**src/rtl/queue_reader_pkg.sv**
```systemverilog
`timescale 1ns/1ps
`default_nettype none
// ============================================================================
//  Module      : queue_reader_pkg
//  Description : Shared definitions for the queue read-side controller:
//                state encoding and default widths shared with the queue.
//  Revision    : 1.0 - initial release
// ============================================================================
package queue_reader_pkg;

  // Default widths, kept identical to the queue and its top-level wrapper.
  localparam int DEFAULT_DATA_WIDTH  = 4;
  localparam int DEFAULT_COUNT_WIDTH = 5;
  localparam int DEFAULT_HOLD_TICKS  = 2;

  // Sequencer state encoding.
  typedef enum logic [1:0] {
    ST_IDLE = 2'd0,
    ST_POP  = 2'd1,
    ST_HOLD = 2'd2,
    ST_DONE = 2'd3
  } state_e;

  // The controller reports busy while it owns the queue read port.
  function automatic logic is_busy_state(input state_e s);
    return (s == ST_POP) || (s == ST_HOLD);
  endfunction

endpackage : queue_reader_pkg
`default_nettype wire

```
**src/rtl/queue_reader.sv**
```systemverilog
`timescale 1ns/1ps
`default_nettype none
// ============================================================================
//  Module      : queue_reader
//  Description : Burst-drain sequencer for the queue read port. Pops one
//                entry per pacing window, holds it on a registered display
//                output for HOLD_TICKS tick pulses, then pops the next one.
//                All outputs are registered.
//  Revision    : 1.0 - initial release
// ============================================================================
module queue_reader
  import queue_reader_pkg::*;
#(
  parameter int DATA_WIDTH  = DEFAULT_DATA_WIDTH,
  parameter int COUNT_WIDTH = DEFAULT_COUNT_WIDTH,
  parameter int HOLD_TICKS  = DEFAULT_HOLD_TICKS
) (
  input  logic                   clk,
  input  logic                   rst_n,
  input  logic                   tick_i,
  input  logic                   start_i,
  input  logic                   abort_i,
  input  logic [COUNT_WIDTH-1:0] burst_len_i,
  input  logic                   empty_i,
  input  logic [DATA_WIDTH-1:0]  read_data_i,
  output logic                   read_cmd_o,
  output logic [DATA_WIDTH-1:0]  data_out_o,
  output logic                   data_valid_o,
  output logic                   busy_o,
  output logic                   done_o,
  output logic [COUNT_WIDTH-1:0] item_count_o
);

  localparam int HOLD_W = (HOLD_TICKS < 2) ? 1 : $clog2(HOLD_TICKS + 1);
  localparam logic [HOLD_W-1:0]      HOLD_LOAD = HOLD_W'(HOLD_TICKS);
  localparam logic [HOLD_W-1:0]      HOLD_ONE  = HOLD_W'(1);
  localparam logic [COUNT_WIDTH-1:0] COUNT_MAX = '1;
  localparam logic [COUNT_WIDTH-1:0] COUNT_ONE = COUNT_WIDTH'(1);

  state_e                 state_q, state_d;
  logic [COUNT_WIDTH-1:0] burst_q, burst_d;
  logic [COUNT_WIDTH-1:0] count_q, count_d;
  logic [HOLD_W-1:0]      hold_q, hold_d;
  logic [DATA_WIDTH-1:0]  data_q, data_d;
  logic                   read_cmd_q, read_cmd_d;
  logic                   valid_q, valid_d;
  logic                   busy_q, busy_d;
  logic                   done_q, done_d;

  // Next-state and registered-output decode; strobes default low.
  always_comb begin
    state_d    = state_q;
    burst_d    = burst_q;
    count_d    = count_q;
    hold_d     = hold_q;
    data_d     = data_q;
    read_cmd_d = 1'b0;
    valid_d    = 1'b0;

    case (state_q)
      ST_IDLE: begin
        if (start_i) begin
          burst_d = burst_len_i;
          count_d = '0;
          state_d = ST_POP;
        end
      end

      ST_POP: begin
        if (!empty_i) begin
          // A pop already decided completes even if abort arrives with it.
          read_cmd_d = 1'b1;
          valid_d    = 1'b1;
          data_d     = read_data_i;
          count_d    = (count_q == COUNT_MAX) ? count_q : count_q + COUNT_ONE;
          hold_d     = HOLD_LOAD;
          state_d    = abort_i ? ST_IDLE : ST_HOLD;
        end else begin
          state_d    = abort_i ? ST_IDLE : ST_DONE;
        end
      end

      ST_HOLD: begin
        if (abort_i) begin
          hold_d  = '0;
          state_d = ST_IDLE;
        end else if (tick_i) begin
          hold_d = hold_q - HOLD_ONE;
          if (hold_q == HOLD_ONE) begin
            if ((burst_q != '0) && (count_q == burst_q)) begin
              state_d = ST_DONE;
            end else if (empty_i) begin
              state_d = ST_DONE;
            end else begin
              state_d = ST_POP;
            end
          end
        end
      end

      ST_DONE: begin
        state_d = ST_IDLE;
      end

      default: begin
        state_d = ST_IDLE;
      end
    endcase

    // Status flags are registered from the next state so they line up with it.
    busy_d = is_busy_state(state_d);
    done_d = (state_d == ST_DONE);
  end

  // State and output registers with asynchronous active-low clear.
  always_ff @(posedge clk or negedge rst_n) begin
    if (!rst_n) begin
      state_q    <= ST_IDLE;
      burst_q    <= '0;
      count_q    <= '0;
      hold_q     <= '0;
      data_q     <= '0;
      read_cmd_q <= 1'b0;
      valid_q    <= 1'b0;
      busy_q     <= 1'b0;
      done_q     <= 1'b0;
    end else begin
      state_q    <= state_d;
      burst_q    <= burst_d;
      count_q    <= count_d;
      hold_q     <= hold_d;
      data_q     <= data_d;
      read_cmd_q <= read_cmd_d;
      valid_q    <= valid_d;
      busy_q     <= busy_d;
      done_q     <= done_d;
    end
  end

  assign read_cmd_o   = read_cmd_q;
  assign data_out_o   = data_q;
  assign data_valid_o = valid_q;
  assign busy_o       = busy_q;
  assign done_o       = done_q;
  assign item_count_o = count_q;

endmodule : queue_reader
`default_nettype wire

```
**config.mk**
```make
export PLATFORM = sky130hd
export DESIGN_NAME = queue_reader
export DESIGN_NICKNAME = d
export VERILOG_FILES = /design/src/rtl/queue_reader_pkg.sv /design/src/rtl/queue_reader.sv
export SDC_FILE = /design/constraint.sdc
export NUM_CORES = 1
export LEC_CHECK = 0
export CAP_MARGIN = 20
export CORE_MARGIN = 3
export CORE_UTILIZATION = 52
export DETAILED_ROUTE_END_ITERATION = 10
export DONT_BUFFER_PORTS = 1
export PLACE_DENSITY = 0.66
export REMOVE_ABC_BUFFERS = 1
export SYNTH_ARGS = -nofsm -noshare
export SYNTH_HDL_FRONTEND = slang
export SYNTH_SLANG_ARGS = --single-unit
```
**constraint.sdc**
```tcl
create_clock -name clk -period 3.75 [get_ports clk]
set_input_delay 0.375 -clock clk [delete_from_list [all_inputs] [get_ports clk]]
set_output_delay 0.375 -clock clk [all_outputs]
set_load 0.02 [all_outputs]
```
==> flow_summary.ini <==
[synth]
synth_enable_flop_cells = 0
yosys_register_bits = 21
yosysWarnings = 0
synthArstFlopShare_pct = 100.0
synth_top_area_share_pct = 52.70
synth.top_cells.by_count = 21 x dfrtp_1, 10 x mux2_2, 5 x nand2_1, 5 x nor2_1
synth_area_leaders = dfrtp_1 53%, mux2_2 11%, ha_1 5.0%, xnor2_1 3.5%, nor4b_4 2.4%
synth.most_common_cell = dfrtp_1
syn_avg_cell_area_um2 = 12.62
syn_area_um2 = 997.2
ys_types = 27
synth_largest_area_cell = dfrtp_1
syn_inst = 79
yosysSeqAreaShare_pct = 52.70
synth_flop_cell = dfrtp_1

[global_route]
overflow = 0
grtUsageMet1_pct = 19.92
grt_usage_pct = 15.80
grtUsageMet3_pct = 5.136
grt_max_degree = 22
met2_usage_pct = 24.01
grt_pass1_wl_um = 2898
grt_pass1_vias = 634
top_usage_layer = met2
antenna_found_initial = 0

[final_layout]
syn_to_final_growth_pct = 6.022
stdcell_area_um2 = 1057
final_net_count = 103
fin_cells = 108
layout-drive-gt1-share_pct = 19.28
nFillCells = 160
antenna_cells = 0

[floorplan]
die_area_um2 = 2479
die_height_um = 49.79
row_count = 15
start_util_pct = 56.52
core_area_um2 = 1764
io_pins = 28
die_w_um = 49.79

[sta]
timing_worst_slew_pin_value_ps = 907.6
worst_slack_ps = 1670
whs_ps = 149.8
hold_viol_final = 0
min_period_over_period_pct = 55.47
relSlewSlack_pct = 39.29
timing.fmax_ghz = 0.4807
setup_tns_ps = 0
setup-violations-final = 0
drv_slew = 0
rsz0062_at_grt = no
min_period_ps = 2080
fin_skew_ps = 2.043

[setup_path]
cp.required_ps = 3940
r2r_slack_ps = 1670
crit_path_top_delay_cell = dfrtp_1
slowest_delay_ps = 520
crit_path_frequent_cell = ha_1
path_cells = ha_1, and3_1, ha_1, nor4b_4, nor2_1, mux2_2
path_delay_family = simple AND/OR/NAND/NOR gates
critPathBufInv = 0
cp_max_fo = 6
critPathArrivalTime_ps = 2270
startpoint_type = flip-flop
critPathCaptureType = flip-flop
criticalPathCategory = flip-flop to flip-flop

[run]
cap_violations = 0

[clocking]
ctsResizeCount = 0
clock-sinks = 21
cts_hold_buf = 1
cts_tree = yes
cts_max_level = 1
insertion_delay_ps = 290
clkTransAtPathRegs_ps = 110
cts_buffers = 3
clock_path_buffers = 2
root_buffer = clkbuf_4
cts_setup_buffers = 0

[worst_hold_path]
hold_path.class = primary input to flip-flop

[detailed_routing]
vias = 602
routed_wl_um = 1677
viasPerCell = 5.574
drt-pass1-iter-count = 3
drc = 0
wl_per_cell_um = 15.53
postRouteAntennaNets = 0
drtIter0Drc = 3

[power]
seqPwrFrac_pct = 59.9
power.internal_mw = 0.4537
p_sw_mw = 0.2627
p_clk_share_pct = 14.7
swShare_pct = 36.67
p_leak_nw = 0.4579
ir_drop_uv = 484.2
p_comb_share_pct = 25.5
power_density_nw_per_um2 = 677.6

[placement]
gp_congestion = 0.7464
dp_cells = 103
dp_slack_ps = 1691
port-buffer-count = 0
place_area_um2 = 1021
place_hpwl_um = 1242

[run_status]
status = finished, final reports clean
-- area by class of cell --
type,instances,area [um^2],share of cell area [%]
tap,25,31.28,2.959
multi-input combinational,55,456.7,43.20
timing repair buffer,1,10.01,0.9467
clock buffer,4,26.28,2.485
sequential,21,525.5,49.70
inverter,2,7.507,0.7101
-- kinds of logic after synthesis --
kind of cell             after synthesis  synth area share [%]
multiplexers                          11                 12.30
buffers and inverters                  3                 1.506
XOR/XNOR                               6                 5.270
flip-flops                            21                 52.70
AND/OR/NAND/NOR                       20                 13.18
AO/OA/AOI/OAI                         14                 10.04
adder cells (fa/ha/maj)                4                 5.019
-- registers in the layout, summed over array words and instances (netlist names) --
register,cells
hold_q,2
data_out_o,4
busy_o,1
done_o,1
burst_q,5
item_count_o,5
state_q,2
data_valid_o,1
-- per-stage QoR --
step | util (%) | total power, mW
5_1_grt | 59.93 | 0.7695
6_report | 59.93 | 0.7164
3_3_place_gp | 57.87 | 0.6102
3_5_place_dp | 57.87 | 0.6152
4_1_cts | 59.93 | 0.7274
2_1_floorplan | - | 0.5761
-- layer usage --
layer  vias up  wire length (um)
met5         -                 0
met4         0                36
met3         4                89
met2        17               757
met1       283               794
li1        298                 -
-- power groups by stage --
stage	Clock, mW	Sequential, mW	Combinational (mW)
after detailed placement	0	0.436	0.179
after floorplan	0	0.417	0.159
final	0.105	0.429	0.182
after global routing	0.118	0.444	0.207
after CTS	0.111	0.431	0.185
after global placement	0	0.434	0.176
-- final timing paths --
path,cells after the start,endpoint,from
min in group asynchronous,1,hold_q[0]$_DFFE_PN0P_,rst_n
worst min-delay path,1,hold_q[0]$_DFFE_PN0P_,abort_i
worst min register to register,2,hold_q[1]$_DFFE_PN0P_,hold_q[1]$_DFFE_PN0P_
max in group asynchronous,1,burst_q[3]$_DFFE_PN0P_,rst_n
worst max-delay path,6,item_count_o[0]$_DFFE_PN0P_,item_count_o[0]$_DFFE_PN0P_
worst max register to register,6,item_count_o[0]$_DFFE_PN0P_,item_count_o[0]$_DFFE_PN0P_
-- layout by cell type (no fill, tap or decap), types with 2 or more instances in the layout --
master    count
a22o_1        2
o31a_1        2
dfrtp_1      21
o21ai_0       2
inv_1         2
nand4_1       2
xor2_1        2
a21oi_1       3
nand2b_1      2
nor2_1        5
nand2_1       5
xnor2_1       4
mux2_2       10
ha_1          4
clkbuf_4      3
(Power assumes the default switching activity.)
==> variant 1: new RTL, same settings <==
Reset style: synchronous (`rst_n`), changed in one clocked block. Comments in the files are not updated.
--- a/src/rtl/queue_reader.sv
+++ b/src/rtl/queue_reader.sv
@@ -114,5 +114,5 @@
 
   // State and output registers with asynchronous active-low clear.
-  always_ff @(posedge clk or negedge rst_n) begin
+  always_ff @(posedge clk) begin
     if (!rst_n) begin
       state_q    <= ST_IDLE;
Check against the original RTL: differs if rst_n is asserted again (counterexample within 4 cycles, from zero or initial values and one cycle with rst_n low); with rst_n held inactive, the same outputs for 10 cycles.
==> variant 1 against the unedited design <==
Cell area rose by 0.12%; first-iteration DRC count rose by 33%; synthesized cell count rose by 42%; setup slack improved by 0.011 ns; worst hold slack got worse by 0.010 ns; sequential share of layout area fell by 10 points; wire length rose by 5.4%; area after synthesis rose by 2.3%; highest routed layer unchanged; sequential cell count did not move.
Power is not compared: it rests on default switching activity, and its combinational part moved more than twofold at a synthesized area within 25%.
==> variant 1: results (changes against the unedited design) <==
Outcome: finished, final reports clean (unchanged). The largest net degree at the start of global routing came out at 20 (was 22). The switching portion of total power is 0.2461.

The per-cell via count in the routed design came out at 5.474 (was 5.574). The leakage power is 0.0004166 µW. The number of unique standard cell types used by synthesis is 34 (was 27). The root buffer cell was clkbuf_4 (unchanged). The origin of the critical flop-to-flop path is item_count_o[0]$_SDFFE_PN0P_ (was item_count_o[0]$_DFFE_PN0P_). The worst hold path endpoint is state_q[1]$_SDFF_PN0_ (was hold_q[0]$_DFFE_PN0P_). The number of instances on the worst hold path was 1 (unchanged). The final-report hold violation count came out at 0 (unchanged). The number of buffers added on ports is 0 (unchanged). The data arrival at the endpoint of the critical path came out at 2.27 ns (about the same). The clock network fraction of design power is 0.270.

The number of antenna violations at the first check in global routing is 0 (unchanged). The overall global routing resource usage came out at 0.1599 (was 0.1580). The clock-pin slew reported for the worst setup and hold paths after clock tree synthesis was 0.11 ns (about the same).

The number of fill cells is 163 (was 160). The total length of routed wires came out at 1767 µm (was 1677 µm). The first-pass GRT wire length came out at 3105 µm (was 2898 µm). The critical path startpoint category is a flop (unchanged). The cell area after placement is 1032 µm² (was 1021 µm²). The origin of the worst min-delay path is abort_i (unchanged).

The final-stage net count is 132 (was 103). The register area share after synthesis came out at 0.4123 (was 0.5270). VDD sags by at most 0.2425 mV. The worst hold slack is 0.1394 ns (was 0.1498 ns). The count of cells along the worst register-to-register path came to 7 (was 6). The share of cells above drive strength 1 is 0.06250 (was 0.1928). The final critical delay including setup and external delays came to 2.069 ns (was 2.080 ns). The routability congestion estimate from global placement is 0.7808 (was 0.7464). The critical-path cell with the highest stage delay was dfxtp_1 (was dfrtp_1).

The pre-CTS worst setup slack came out at 1.690 ns (was 1.691 ns). The kind of path behind the tightest hold check is input pin to flop (unchanged). The count of antenna diodes in the layout is 0 (unchanged). The largest incremental delay on the critical path is 0.44 ns (was 0.52 ns). The share of flip-flops with an asynchronous set or reset is 0 (was 1.000). The count of TritonRoute iterations in the first routing pass is 4 (was 3). The largest driver fanout on the critical path was 5 (was 6). The actual transition at the worst max-transition pin came out at 0.5270 ns (was 0.9076 ns).

The number of buffers added by the clock tree synthesis step is 3 (unchanged). Largest cells by area after synthesis: dfxtp_1 41%, mux2i_1 5.9%, ha_1 4.9%, nor2b_1 4.9%, a21boi_1 4.4% (was dfrtp_1 53%, mux2_2 11%, ha_1 5.0%, xnor2_1 3.5%, nor4b_4 2.4%). Commonest cells in the synthesized netlist: 21 x dfxtp_1, 8 x nand2_1, 8 x nor2b_1, 7 x o21ai_1 (was 21 x dfrtp_1, 10 x mux2_2, 5 x nand2_1, 5 x nor2_1).

The setup clock skew after layout is 0.001062 ns (was 0.002043 ns). The total half-perimeter wirelength after legalization and detailed placement is 1332 µm (was 1242 µm). The DRC violation total after the first TritonRoute iteration is 4 (was 3). The capture point of the critical path is item_count_o[4]$_SDFFE_PN0P_ (was item_count_o[0]$_DFFE_PN0P_). The via count of the first global-routing pass came out at 698 (was 634). The category of cells accounting for the largest share of critical-path delay is simple AND/OR/NAND/NOR gates (unchanged).
-- variant 1: cell type report --
| type | count | area, µm² | area share |
|---|---|---|---|
| inverters | 3 | 11.26 | 0.01064 |
| clock buffers | 4 | 26.28 | 0.02482 |
| well taps | 25 | 31.28 | 0.02955 |
| flip-flops and latches | 21 | 420.4 | 0.3972 |
| multi-input cells | 84 | 569.3 | 0.5378 |
-- variant 1: power by group through the flow --
stage / logic, µW / registers [µW] / clock network, µW
after global placement: 38.2 / 250 / 0
final: 38.7 / 245 / 105
after detailed placement: 39.2 / 250 / 0
after global routing: 45.0 / 247 / 120
after floorplan: 33.6 / 248 / 0
after CTS: 39.3 / 245 / 110
-- variant 1: per-layer routing --
metal,share of wire,up-vias,wire length (µm),global-route usage
li1,-,387,-,-
met1,0.49,337,862,0.2165
met2,0.42,22,747,0.2348
met3,0.075,4,133,0.04451
met4,0.013,0,23,0.06912
met5,0,-,0,0
-- variant 1: worst reg2reg max path: stages, from the launching register on --
cell and delay [ns]:
dfxtp_1 0.44, ha_1 0.26, and3_1 0.18, ha_1 0.19, or3b_1 0.42, a21oi_2 0.21, mux2i_1 0.22, nor2b_1 0.06
-- variant 1: kinds of logic after synthesis --
family | after synthesis | share of synthesized area
flops | 21 | 0.4123
fa+ha+maj | 4 | 0.04908
buf+inv | 7 | 0.02945
compound gates | 22 | 0.1399
mux | 6 | 0.05890
simple gates | 45 | 0.2503
xor+xnor | 7 | 0.06012
-- variant 1: through the flow --
stage / power (µW) / instances
5_1_grt: 411.7 / 137
3_5_place_dp: 289.6 / 133
2_1_floorplan: 281.9 / 108
6_report: 388.8 / 137
4_1_cts: 394.5 / 137
3_3_place_gp: 288.4 / 133
==> variant 2: new RTL, same flow settings <==
Made on the original files. Set the package constant `DEFAULT_HOLD_TICKS` to 1 (it was 2).
--- a/src/rtl/queue_reader_pkg.sv
+++ b/src/rtl/queue_reader_pkg.sv
@@ -12,5 +12,5 @@
   localparam int DEFAULT_DATA_WIDTH  = 4;
   localparam int DEFAULT_COUNT_WIDTH = 5;
-  localparam int DEFAULT_HOLD_TICKS  = 2;
+  localparam int DEFAULT_HOLD_TICKS  = 1;
 
   // Sequencer state encoding.
Check against the original RTL: not equivalent (a bounded check fails within 4 cycles, from zero or initial values and one cycle with rst_n low).
==> variant 2 against the unedited design <==
Area after synthesis is 5.8% lower; count of clock-buffer cells in the layout stayed put; maximum frequency is 0.83% lower; first-iteration DRC count is 33% higher; setup slack worse by 0.017 ns; total power is 3.0% higher; non-clock buffer count stayed put; wire length is 3.9% lower; sequential cell count is 1 lower; die area is 5.1% lower; cell area is 5.1% lower; sequential power is 2% higher; largest power group unchanged; highest routed layer unchanged.
==> variant 2: results (changes against the unedited design) <==
The cts-stage hold buffer count is 1 (unchanged). The kind of path behind the tightest hold check is input pin to flop (unchanged). The clock-pin slew reported for the worst setup and hold paths after clock tree synthesis is 0.11 ns (about the same). The cell area after placement came to 957.2 µm² (was 1021 µm²).

Largest cells by area after synthesis: dfrtp_1 53%, mux2_2 12%, xor2_1 5.6%, ha_1 4.0%, nor4b_4 2.5% (was dfrtp_1 53%, mux2_2 11%, ha_1 5.0%, xnor2_1 3.5%, nor4b_4 2.4%). Outcome: finished, final reports clean (unchanged). The leakage power is 0.0004503 µW (was 0.0004579 µW). The largest driver fanout on the critical path came out at 6 (unchanged). The launching element of the worst setup path was item_count_o[1]$_DFFE_PN0P_ (was item_count_o[0]$_DFFE_PN0P_). The number of buffers added by the clock tree synthesis step is 3 (unchanged).

The total half-perimeter wirelength after legalization and detailed placement came out at 1205 µm (was 1242 µm). The worst flop-to-flop path endpoint is item_count_o[0]$_DFFE_PN0P_ (unchanged). The insertion delay to the later sink of the worst-skew pair came out at 0.29 ns (about the same). The capture point of the critical path is item_count_o[0]$_DFFE_PN0P_ (unchanged). The count of antenna diodes in the layout is 0 (unchanged). The detail-routed net length per standard cell is 15.79 µm (was 15.53 µm). The via count of the first global-routing pass is 576 (was 634). The actual transition at the worst max-transition pin is 0.8705 ns (was 0.9076 ns). The number of non-filler instances in the completed layout is 102 (was 108). The share of flip-flops with an asynchronous set or reset was 1.000 (unchanged).

The depth of the CTS H-tree is 1 (unchanged). The overall global routing resource usage is 0.1498 (was 0.1580). Commonest cells in the synthesized netlist: 20 x dfrtp_1, 10 x mux2_2, 6 x nor2_1, 6 x xor2_1 (was 21 x dfrtp_1, 10 x mux2_2, 5 x nand2_1, 5 x nor2_1). The setup clock skew after layout was 0.002137 ns (was 0.002043 ns). The register area share after synthesis is 0.5326 (was 0.5270).

The number of setup buffers added after CTS is 0 (unchanged). The number of antenna violations at the first check in global routing is 0 (unchanged). The routability congestion estimate from global placement was 0.7521 (was 0.7464).

The total of cells resized after clock tree synthesis is 0 (unchanged). The count of cells along the worst register-to-register path is 6 (unchanged). The share of cells above drive strength 1 is 0.2179 (was 0.1928).

The number of unique standard cell types used by synthesis was 25 (was 27). The total instance count after detailed placement came out at 97 (was 103). The count of TritonRoute iterations in the first routing pass is 4 (was 3).

The warning count from the yosys run is 0 (unchanged). The DRC violation total after the first TritonRoute iteration came out at 4 (was 3). The count of mapped cells out of synthesis came to 75 (was 79). The root buffer cell was clkbuf_4 (unchanged). The worst vdd rail ir drop was 0.3768 mV (was 0.4842 mV). STA puts the critical path data arrival time at 2.28 ns. The count of vias placed by the detailed router came out at 590 (was 602). The largest net degree at the start of global routing is 21 (was 22). The number of buffers added on ports was 0 (unchanged).

The first-pass GRT wire length is 2697 µm (was 2898 µm). The worst-case clock buffer depth is 2 (unchanged). The setup slack on the worst flop-to-flop path is 1.65 ns (was 1.67 ns).
-- variant 2: cells by family (layout without fill, tap and decap cells) --
logic type               after synthesis  after routing  synth area share
AO/OA/AOI/OAI                          9              9           0.06925
XOR/XNOR                               6              6           0.05593
adder cells (fa/ha/maj)                3              3           0.03995
buffers and inverters                  3              6           0.01730
flip-flops                            20             20            0.5326
multiplexers                          10             10            0.1198
AND/OR/NAND/NOR                       24             24            0.1651
-- variant 2: layout make-up --
cell class	instances	area (µm²)
fillers	131	590.6
flip-flops and latches	20	500.5
multi-input cells	52	422.9
clock buffers	4	36.28
well taps	24	30.03
repair buffers	1	10.01
inverters	1	3.754
-- variant 2: report_power, final --
| group | switching (µW) | total [µW] | internal [µW] |
|---|---|---|---|
| combinational | 73.5 | 179 | 106 |
| sequential | 141 | 437 | 296 |
| clock | 62.5 | 122 | 59.1 |
-- variant 2: worst min-delay path by stage --
stage / startpoint / end / slack, ns / depth (start not counted)
floorplan: rst_n / burst_q[0]$_DFFE_PN0P_ / 0.08 / 0
global placement: rst_n / item_count_o[2]$_DFFE_PN0P_ / 0.08 / 0
finish: abort_i / state_q[1]$_DFF_PN0_ / 0.14 / 1
global route: abort_i / state_q[1]$_DFF_PN0_ / 0.11 / 1
detailed placement: rst_n / item_count_o[3]$_DFFE_PN0P_ / 0.08 / 0
CTS: abort_i / state_q[1]$_DFF_PN0_ / 0.13 / 1
-- variant 2: per-stage QoR --
step	setup slack, ns	util
floorplan	1.822	-
global placement	1.723	0.6005
detailed placement	1.686	0.6005
CTS	1.658	0.6295
global route	1.544	0.6295
finish	1.652	0.6295
-- variant 2: per-layer routing --
| layer | vias to the layer above | GRT usage | wire length [µm] |
|---|---|---|---|
| li1 | 277 | - | - |
| met1 | 281 | 0.1920 | 730 |
| met2 | 28 | 0.2317 | 743 |
| met3 | 4 | 0.04908 | 109 |
| met4 | 0 | 0.06635 | 27 |
| met5 | - | 0 | 0 |
-- variant 2: critical path: stages (launching register included) --
cell	delay (ns)
dfrtp_1	0.53
ha_1	0.26
and3_1	0.17
ha_1	0.22
nor4b_4	0.41
nor2_1	0.12
mux2_2	0.28
